<file path="src/rtl/i2c_sniff_decoder.sv">
// Passive I2C bus decoder: conditions the tapped SCL/SDA pins, detects START/STOP,
// assembles bytes and reports device-address, register-address and data bytes with one-cycle strobes.
module i2c_sniff_decoder #(
    parameter int FILTER_LEN = 3
) (
    input  logic       clk,
    input  logic       rst_n,
    input  logic       scl,
    input  logic       sda,
    output logic [7:0] address,
    output logic       address_ready,
    output logic [7:0] reg_address,
    output logic       reg_address_ready,
    output logic [7:0] reg_data,
    output logic       reg_data_ready,
    output logic       ack,
    output logic       bus_busy,
    output logic       frame_error
);

    localparam logic [3:0] FILT_LAST = 4'(FILTER_LEN - 1);

    localparam logic [1:0] ST_IDLE = 2'd0;
    localparam logic [1:0] ST_ADDR = 2'd1;
    localparam logic [1:0] ST_REG  = 2'd2;
    localparam logic [1:0] ST_DATA = 2'd3;

    logic [1:0] scl_sync_r;
    logic [1:0] sda_sync_r;
    logic [3:0] scl_cnt_r;
    logic [3:0] sda_cnt_r;
    logic       scl_f_r;
    logic       sda_f_r;
    logic       scl_d_r;
    logic       sda_d_r;

    logic       scl_rise_s;
    logic       start_s;
    logic       stop_s;
    logic       ev_rise_r;
    logic       ev_start_r;
    logic       ev_stop_r;
    logic       ev_bit_r;

    logic [1:0] state_r;
    logic [1:0] state_nxt_s;
    logic [3:0] bit_cnt_r;
    logic [6:0] shift_r;
    logic [7:0] byte_s;
    logic       byte_done_s;
    logic       frame_err_s;

    logic       addr_pend_r;
    logic       reg_pend_r;
    logic       data_pend_r;

    logic [7:0] address_r;
    logic       address_ready_r;
    logic [7:0] reg_address_r;
    logic       reg_address_ready_r;
    logic [7:0] reg_data_r;
    logic       reg_data_ready_r;
    logic       ack_r;
    logic       bus_busy_r;
    logic       frame_error_r;

    // Two-flop synchronizers; reset to the idle (high) bus level.
    always_ff @(posedge clk or negedge rst_n) begin
        if (!rst_n) begin
            scl_sync_r <= 2'b11;
            sda_sync_r <= 2'b11;
        end else begin
            scl_sync_r <= {scl_sync_r[0], scl};
            sda_sync_r <= {sda_sync_r[0], sda};
        end
    end

    // SCL stability filter: level changes only after FILTER_LEN consecutive differing samples.
    always_ff @(posedge clk or negedge rst_n) begin
        if (!rst_n) begin
            scl_cnt_r <= 4'd0;
            scl_f_r   <= 1'b1;
        end else if (scl_sync_r[1] == scl_f_r) begin
            scl_cnt_r <= 4'd0;
        end else if (scl_cnt_r == FILT_LAST) begin
            scl_cnt_r <= 4'd0;
            scl_f_r   <= scl_sync_r[1];
        end else begin
            scl_cnt_r <= scl_cnt_r + 4'd1;
        end
    end

    // SDA stability filter, identical to the SCL one.
    always_ff @(posedge clk or negedge rst_n) begin
        if (!rst_n) begin
            sda_cnt_r <= 4'd0;
            sda_f_r   <= 1'b1;
        end else if (sda_sync_r[1] == sda_f_r) begin
            sda_cnt_r <= 4'd0;
        end else if (sda_cnt_r == FILT_LAST) begin
            sda_cnt_r <= 4'd0;
            sda_f_r   <= sda_sync_r[1];
        end else begin
            sda_cnt_r <= sda_cnt_r + 4'd1;
        end
    end

    // Previous filtered levels for edge detection.
    always_ff @(posedge clk or negedge rst_n) begin
        if (!rst_n) begin
            scl_d_r <= 1'b1;
            sda_d_r <= 1'b1;
        end else begin
            scl_d_r <= scl_f_r;
            sda_d_r <= sda_f_r;
        end
    end

    // Bus conditions; START/STOP need SCL high on both sides, so a simultaneous SCL change wins.
    always_comb begin
        scl_rise_s = scl_f_r & ~scl_d_r;
        start_s    = scl_f_r & scl_d_r & ~sda_f_r & sda_d_r;
        stop_s     = scl_f_r & scl_d_r & sda_f_r & ~sda_d_r;
    end

    // Registered bus events feeding the byte assembler.
    always_ff @(posedge clk or negedge rst_n) begin
        if (!rst_n) begin
            ev_rise_r  <= 1'b0;
            ev_start_r <= 1'b0;
            ev_stop_r  <= 1'b0;
            ev_bit_r   <= 1'b1;
        end else begin
            ev_rise_r  <= scl_rise_s;
            ev_start_r <= start_s;
            ev_stop_r  <= stop_s;
            ev_bit_r   <= sda_f_r;
        end
    end

    // Byte completion, framing check and phase transitions.
    // The SCL rise that precedes every START/STOP is itself counted as a bit, so a condition
    // seen with exactly one bit counted sits on a byte boundary; more means a partial byte.
    always_comb begin
        byte_s      = {shift_r, ev_bit_r};
        byte_done_s = ev_rise_r && (state_r != ST_IDLE) && (bit_cnt_r == 4'd7);
        frame_err_s = (ev_start_r || ev_stop_r) && (bit_cnt_r > 4'd1);
        state_nxt_s = state_r;
        if (ev_start_r) begin
            state_nxt_s = ST_ADDR;
        end else if (ev_stop_r) begin
            state_nxt_s = ST_IDLE;
        end else if (byte_done_s) begin
            case (state_r)
                ST_ADDR: state_nxt_s = byte_s[0] ? ST_DATA : ST_REG;
                ST_REG:  state_nxt_s = ST_DATA;
                ST_DATA: state_nxt_s = ST_DATA;
                default: state_nxt_s = ST_IDLE;
            endcase
        end else begin
            state_nxt_s = state_r;
        end
    end

    // Phase register, bit counter, shifter, output byte registers and status flags.
    always_ff @(posedge clk or negedge rst_n) begin
        if (!rst_n) begin
            state_r       <= ST_IDLE;
            bit_cnt_r     <= 4'd0;
            shift_r       <= 7'd0;
            address_r     <= 8'd0;
            reg_address_r <= 8'd0;
            reg_data_r    <= 8'd0;
            addr_pend_r   <= 1'b0;
            reg_pend_r    <= 1'b0;
            data_pend_r   <= 1'b0;
            ack_r         <= 1'b0;
            bus_busy_r    <= 1'b0;
            frame_error_r <= 1'b0;
        end else begin
            state_r       <= state_nxt_s;
            addr_pend_r   <= 1'b0;
            reg_pend_r    <= 1'b0;
            data_pend_r   <= 1'b0;
            frame_error_r <= frame_err_s;

            if (ev_start_r || ev_stop_r) begin
                bit_cnt_r <= 4'd0;
            end else if (ev_rise_r && (state_r != ST_IDLE)) begin
                if (bit_cnt_r == 4'd8) begin
                    ack_r     <= ev_bit_r;
                    bit_cnt_r <= 4'd0;
                end else begin
                    shift_r   <= byte_s[6:0];
                    bit_cnt_r <= bit_cnt_r + 4'd1;
                end
            end

            if (byte_done_s) begin
                case (state_r)
                    ST_ADDR: begin
                        address_r   <= byte_s;
                        addr_pend_r <= 1'b1;
                    end
                    ST_REG: begin
                        reg_address_r <= byte_s;
                        reg_pend_r    <= 1'b1;
                    end
                    default: begin
                        reg_data_r  <= byte_s;
                        data_pend_r <= 1'b1;
                    end
                endcase
            end

            if (ev_start_r) begin
                bus_busy_r <= 1'b1;
            end else if (ev_stop_r) begin
                bus_busy_r <= 1'b0;
            end
        end
    end

    // Ready strobes trail the byte register update by one cycle.
    always_ff @(posedge clk or negedge rst_n) begin
        if (!rst_n) begin
            address_ready_r     <= 1'b0;
            reg_address_ready_r <= 1'b0;
            reg_data_ready_r    <= 1'b0;
        end else begin
            address_ready_r     <= addr_pend_r;
            reg_address_ready_r <= reg_pend_r;
            reg_data_ready_r    <= data_pend_r;
        end
    end

    assign address           = address_r;
    assign address_ready     = address_ready_r;
    assign reg_address       = reg_address_r;
    assign reg_address_ready = reg_address_ready_r;
    assign reg_data          = reg_data_r;
    assign reg_data_ready    = reg_data_ready_r;
    assign ack               = ack_r;
    assign bus_busy          = bus_busy_r;
    assign frame_error       = frame_error_r;

endmodule
</file>
<file path="config.mk">
export PLATFORM = sky130hd
export DESIGN_NAME = i2c_sniff_decoder
export DESIGN_NICKNAME = d
export VERILOG_FILES = /design/src/rtl/i2c_sniff_decoder.sv
export SDC_FILE = /design/constraint.sdc
export NUM_CORES = 1
export LEC_CHECK = 0
export CAP_MARGIN = 5
export CORE_MARGIN = 2
export CORE_UTILIZATION = 30
export CTS_BUF_LIST = sky130_fd_sc_hd__clkbuf_8
export CTS_CLUSTER_SIZE = 28
export DETAILED_ROUTE_END_ITERATION = 12
export PLACE_DENSITY = 0.54
export SLEW_MARGIN = 20
export SYNTH_ARGS = -nofsm -noshare
export SYNTH_HDL_FRONTEND = slang
export SYNTH_SLANG_ARGS = --single-unit
</file>
<file path="constraint.sdc">
create_clock -name clk -period 2 [get_ports clk]
set_input_delay 0.6 -clock clk [delete_from_list [all_inputs] [get_ports clk]]
set_output_delay 0.6 -clock clk [all_outputs]
set_load 0.02 [all_outputs]
</file>
==> impl_results.md, run 1 <==
- Synth Register Bits: 65
- FF-to-FF Start: state_r[0]
- Antenna violations before repair: 0
- Grt total ovfl: 0
- Setup crit start kind: flop
- Syn. warnings: 0
- Critical Path End Type: output pin
- Initial Utilization: 0.307
- Die height: 98.0 um
- Vias: 1532
- Most frequent cells in the layout: 57 x dfrtp_1, 32 x clkdlybuf4s50_1, 26 x mux2_2
- CTS root buf: clkbuf_8
- Syn avg cell area: 14.3 sq um
- Mapped cell area: 0.00265 sq mm
- Crit. Startpoint: reg_address[1]
- # hold bufs at CTS: 0
- Clk_lat worst skew: 0.34 ns
- RD Place Congestion: 0.758
- Post-Synthesis Cells: 185
- Die ar.: 0.00961 sq mm
- Worst min path class: primary input to async pin
- Critical path's top delay family: buffers and inverters
- Worst-margin pin slew: 0.333 ns
- Peak supply drop: 0.531 mV
- Fmax: 519 MHz
- I/O pins: 34
- Max Cap Viol: 0
- # port buffers: 33
- Post-route total power: 0.00362 W
- Initial DRT Pass Iterations: 4
- # setup viols final: 0
- Clock skew: 0.0151 ns
- Synth cell types: 35
- Rows: 34
- Per-cell routed wire length: 13.2 um
- Leakage: 1.63 nW
- Diode count: 0
- Sink Count: 65
- Dpl hpwl: 3.07 mm
- CP bufs+invs: 1
- Fillers: 841
- WS Path Type: flop to output pin
- Total number of H-tree levels: 3
- Antenna-violating nets left: 0
- Clk pin slew, worst setup/hold paths: 0.07 ns
- Vias in the first global route: 1588
- Setup TNS: 0 ns
- Power Density: 1080 mW/mm^2
- First-pass GRT wire length: 7.84 mm
- Initial DRC Count: 30
- Rel. slew slack: 0.778
- DRT Wirelength: 4.57 mm
- Largest net degree at the start of global routing: 66
- Core Area: 0.00864 sq mm
- Worst path max stage delay: 0.62 ns
- Synthesized net count: 200
- Chip width: 98.0 um
- Fin crit share: 0.963
- RSZ-0062 raised after global routing: no
- Pins Over Slew Limit: 0
- Vias/cell: 4.43
- Final net count: 248
- Area grow syn2layout: 27.1%
- Final min period: 1.93 ns
- CTS tree: yes
- Cts bufs inserted: 9
- Crit path required time: 1.40 ns
- Arrival time at the worst endpoint: 1.33 ns
- Clock tree buffer depth: 2
- DR DRC count: 0
- Ratio of cells with drive above 1 in the final layout: 0.311
- Largest fanout on the critical path: 2
- R2R Setup Slk: 0.20 ns
- Tot GR Track Use: 0.106
- Status: completed
- Final Hold Viols: 0
- Most common cell after layout, fill and taps aside: dfrtp_1
- Critical-path cell list: clkdlybuf4s50_1
- Worst path slowest cell: clkdlybuf4s50_1
- Sequential area share after synthesis: 0.617
final timing paths:
path | cells after the start | end
setup / recovery | 1 | reg_address[1]
hold / removal | 2 | bit_cnt_r[0]
setup reg to reg | 6 | address[4]
hold reg to reg | 0 | address_ready
max in group asynchronous | 2 | ev_bit_r
min in group clk | 0 | address_ready
routing by layer:
layer,track usage,share of wire
met5,0,0
met4,0.0481,0.013
met3,0.0458,0.055
met2,0.154,0.45
met1,0.137,0.48
registers in the layout (all words and copies together), names as in the netlist, 2 cells and up:
register     flops
sda_sync_r       2
shift_r          7
scl_cnt_r        4
scl_sync_r       2
bit_cnt_r        4
reg_address      8
state_r          2
address          8
sda_cnt_r        4
reg_data         8
Yosys cell counts (all sizes together):
cell	instances	area, sq um
nand2	8	30.0
xnor2	4	35.0
nor3	4	42.5
clkbuf	1	3.75
a21oi	3	15.0
nand3b	2	27.5
nand2b	2	20.0
dfrtp	57	1430
or2	2	12.5
ha	11	138
nor4	1	6.26
or3b	1	8.76
or4b	1	10.0
dfstp	8	210
nor2	14	52.6
xor2	2	17.5
nand3	5	30.0
nor3b	2	15.0
o21ai	1	5.00
a311oi	1	8.76
nor2b	2	12.5
inv	9	33.8
a21o	3	22.5
a211oi	1	7.51
or3	1	6.26
buf	2	18.8
a31oi	2	12.5
mux2	34	413
a311o	1	10.0
through the flow:
stage                     hold slack (ns)  cell area (sq um)  std cells   util  setup WS, ns
after detailed placement            0.336               3150        329  0.364        0.0566
final                               0.271               3370        346  0.390        0.0736
after global placement              0.333               3150        329  0.364        0.0735
after CTS                           0.269               3350        345  0.387        0.0408
after floorplan                     0.304               2650        185      -         0.293
after global routing                0.292               3370        346  0.390        0.0106
final cells by class:
cell class,count,area [sq um],share of cell area
Sequential cell,65,1640,0.486
Multi-Input combinational cell,108,971,0.288
Timing Repair Buffer,40,394,0.117
Clock buffer,11,151,0.0449
Tap cell,108,135,0.0401
Clock inverter,5,47.5,0.0141
Inverter,9,33.8,0.0100
logic make-up after synthesis:
group	share of synthesized area
fa+ha+maj	0.0519
compound gates	0.0307
buf+inv	0.0212
simple gates	0.103
xor+xnor	0.0198
flops	0.617
mux	0.156
power breakdown:
part           internal (W)  leakage (nW)  switching [W]
combinational      0.000361         0.657       0.000351
clock              0.000630         0.112       0.000475
sequential          0.00156         0.863       0.000247
repair_timing:
action,in CTS,in global routing
endpoints found under the setup margin,0,15
gates resized for setup,0,4
buffers inserted,0,1
(Power assumes the default switching activity.)
==> run 2, diff against run 1 <==
- SETUP_SLACK_MARGIN: unset -> 0.15
- TNS_END_PERCENT: unset -> 1
- clock period: 2 -> 2.1 ns (I/O delays scaled with it)
==> run 2 against run 1 <==
  * Non-clock buffer count down 2
  * Register-to-register slack worse by 0.02 ns
  * Clock power down 9%
  * Sequential share of layout area grew 0.57 points
  * Die area did not move
  * Utilization fell by 0.45 points
  * Critical endpoint unchanged
  * Largest cell class unchanged
  * Highest routed layer unchanged
==> impl_results.md, run 2 (same netlist as run 1, synthesis figures left out) <==
- Critical path's top delay family: buffers and inverters (unchanged)
- Fin crit share: 0.923
- CP bufs+invs: 1 (unchanged)
- I/O pins: 34 (unchanged)
- Clk pin slew, worst setup/hold paths: 0.07 ns (about the same)
- Net Switching: 0.00103 W (was 0.00107 W)
- Final net count: 246 (was 248)
- Critical Path End Type: output pin (unchanged)
- Pins Over Slew Limit: 0 (unchanged)
- Final Hold Viols: 0 (unchanged)
- Worst min path class: primary input to async pin (unchanged)
- Critical-path cell list: clkdlybuf4s50_1 (unchanged)
- Largest net degree at the start of global routing: 66 (unchanged)
- Storage element area: 0.00164 sq mm (unchanged)
- Power Density: 1020 mW/mm^2 (was 1080 mW/mm^2)
- # port buffers: 33 (unchanged)
- Tot GR Track Use: 0.102 (was 0.106)
- RSZ-0062 raised after global routing: yes (was no)
- Crit path required time: 1.47 ns (was 1.40 ns)
- Initial DRC Count: 60 (was 30)
- Final worst slack: 0.161 ns (was 0.0736 ns)
- Setup TNS: 0 ns (unchanged)
- Internal: 0.00236 W (was 0.00255 W)
- Worst path max stage delay: 0.61 ns (was 0.62 ns)
- Most frequent cells in the layout: 57 x dfrtp_1, 31 x clkdlybuf4s50_1, 26 x mux2_2 (was 57 x dfrtp_1, 32 x clkdlybuf4s50_1, 26 x mux2_2)
- Worst-margin pin slew: 0.341 ns (was 0.333 ns)
- DR DRC count: 0 (unchanged)
- Grt total ovfl: 0 (unchanged)
- WS Path Type: flop to output pin (unchanged)
- Fmax: 516 MHz
- Chip width: 98.0 um (unchanged)
- First-pass GRT wire length: 7.65 mm (was 7.84 mm)
- CTS tree: yes (unchanged)
- Diode count: 0 (unchanged)
- Dpl hpwl: 2.97 mm (was 3.07 mm)
- Area grow syn2layout: 25.6% (was 27.1%)
- Switching Share: 0.304 (was 0.296)
- Initial DRT Pass Iterations: 4 (unchanged)
- Sink Count: 65 (unchanged)
- Rel. slew slack: 0.773 (was 0.778)
- Clock skew: 0.00935 ns (was 0.0151 ns)
- Antenna-violating nets left: 0 (unchanged)
- Seq pwr share: 0.507 (was 0.498)
- CTS root buf: clkbuf_8 (unchanged)
- Antenna violations before repair: 0 (unchanged)
- Total number of H-tree levels: 3 (unchanged)
- Rows: 34 (unchanged)
- Core Area: 0.00864 sq mm (unchanged)
- Most common cell after layout, fill and taps aside: dfrtp_1 (unchanged)
- Largest fanout on the critical path: 2 (unchanged)
- Vias: 1502 (was 1532)
- Status: completed (unchanged)
- Worst path slowest cell: clkdlybuf4s50_1 (unchanged)
- Clock tree buffer depth: 2 (unchanged)
- Combinational power share: 0.196 (was 0.197)
- Max Cap Viol: 0 (unchanged)
- Clk pwr share: 0.298 (was 0.305)
- Dpl ws: 0.139 ns (was 0.0566 ns)
- Peak supply drop: 0.539 mV (was 0.531 mV)
- Finished Core Util: 0.386 (was 0.390)
- Post-route total power: 0.00338 W (was 0.00362 W)
- Leakage: 1.60 nW (was 1.63 nW)
- Die height: 98.0 um (unchanged)
- Die ar.: 0.00961 sq mm (unchanged)
- # setup viols final: 0 (unchanged)
- Vias/cell: 4.37 (was 4.43)
- # hold bufs at CTS: 0 (unchanged)
- Arrival time at the worst endpoint: 1.31 ns (was 1.33 ns)
- Ratio of cells with drive above 1 in the final layout: 0.305 (was 0.311)
- Vias in the first global route: 1540 (was 1588)
- Fillers: 845 (was 841)
- Per-cell routed wire length: 12.8 um (was 13.2 um)
- DRT Wirelength: 4.42 mm (was 4.57 mm)
- Setup crit start kind: flop (unchanged)
- Post-CTS Setup Bufs: 0 (unchanged)
- CTS resizes: 1 (was 0)
- Clk_lat worst skew: 0.33 ns (was 0.34 ns)
- Initial Utilization: 0.307 (unchanged)
- Multi-input gate area: 963 sq um (was 971 sq um)
- Cts bufs inserted: 9 (unchanged)
- RD Place Congestion: 0.759 (was 0.758)
- Final min period: 1.94 ns
[run 2: power groups by stage]
| stage | Combinational (W) | Clock [W] | Sequential, W |
|---|---|---|---|
| 4_1_cts | 0.000675 | 0.00105 | 0.00172 |
| 6_report | 0.000661 | 0.00101 | 0.00171 |
| 3_5_place_dp | 0.000672 | 0 | 0.00174 |
| 3_3_place_gp | 0.000666 | 0 | 0.00174 |
| 2_1_floorplan | 0.000512 | 0 | 0.00168 |
| 5_1_grt | 0.000741 | 0.00110 | 0.00176 |
[run 2: final cells by class]
class	count	area share
clock buffer	9	0.0372
clock inverter	7	0.0192
inverter	9	0.0101
multi-input combinational	108	0.289
sequential	65	0.491
tap	108	0.0406
timing repair buffer	38	0.112
[run 2: path summary, 6_finish.rpt]
check | from | to | slack, ns | cells after the start
setup / recovery | reg_address[1] | reg_address[1] | 0.16 | 1
hold / removal | rst_n | ack | 0.29 | 2
setup reg to reg | state_r[0] | address[0] | 0.18 | 6
hold reg to reg | reg_pend_r | reg_address_ready | 0.35 | 0
max in group asynchronous | rst_n | sda_sync_r[1] | 1.48 | 2
min in group clk | reg_pend_r | reg_address_ready | 0.35 | 0
[run 2: metal layers]
metal  wire, um  GRT usage
met4         51     0.0321
met3        238     0.0494
met1       2170      0.133
met2       1960      0.151
met5          0          0
[run 2: per-stage QoR]
stage,std cells,instance area [sq um],hold WS [ns]
floorplan,185,2650,0.331
global placement,328,3140,0.335
detailed placement,328,3140,0.337
CTS,344,3330,0.300
global route,344,3330,0.310
finish,344,3330,0.289
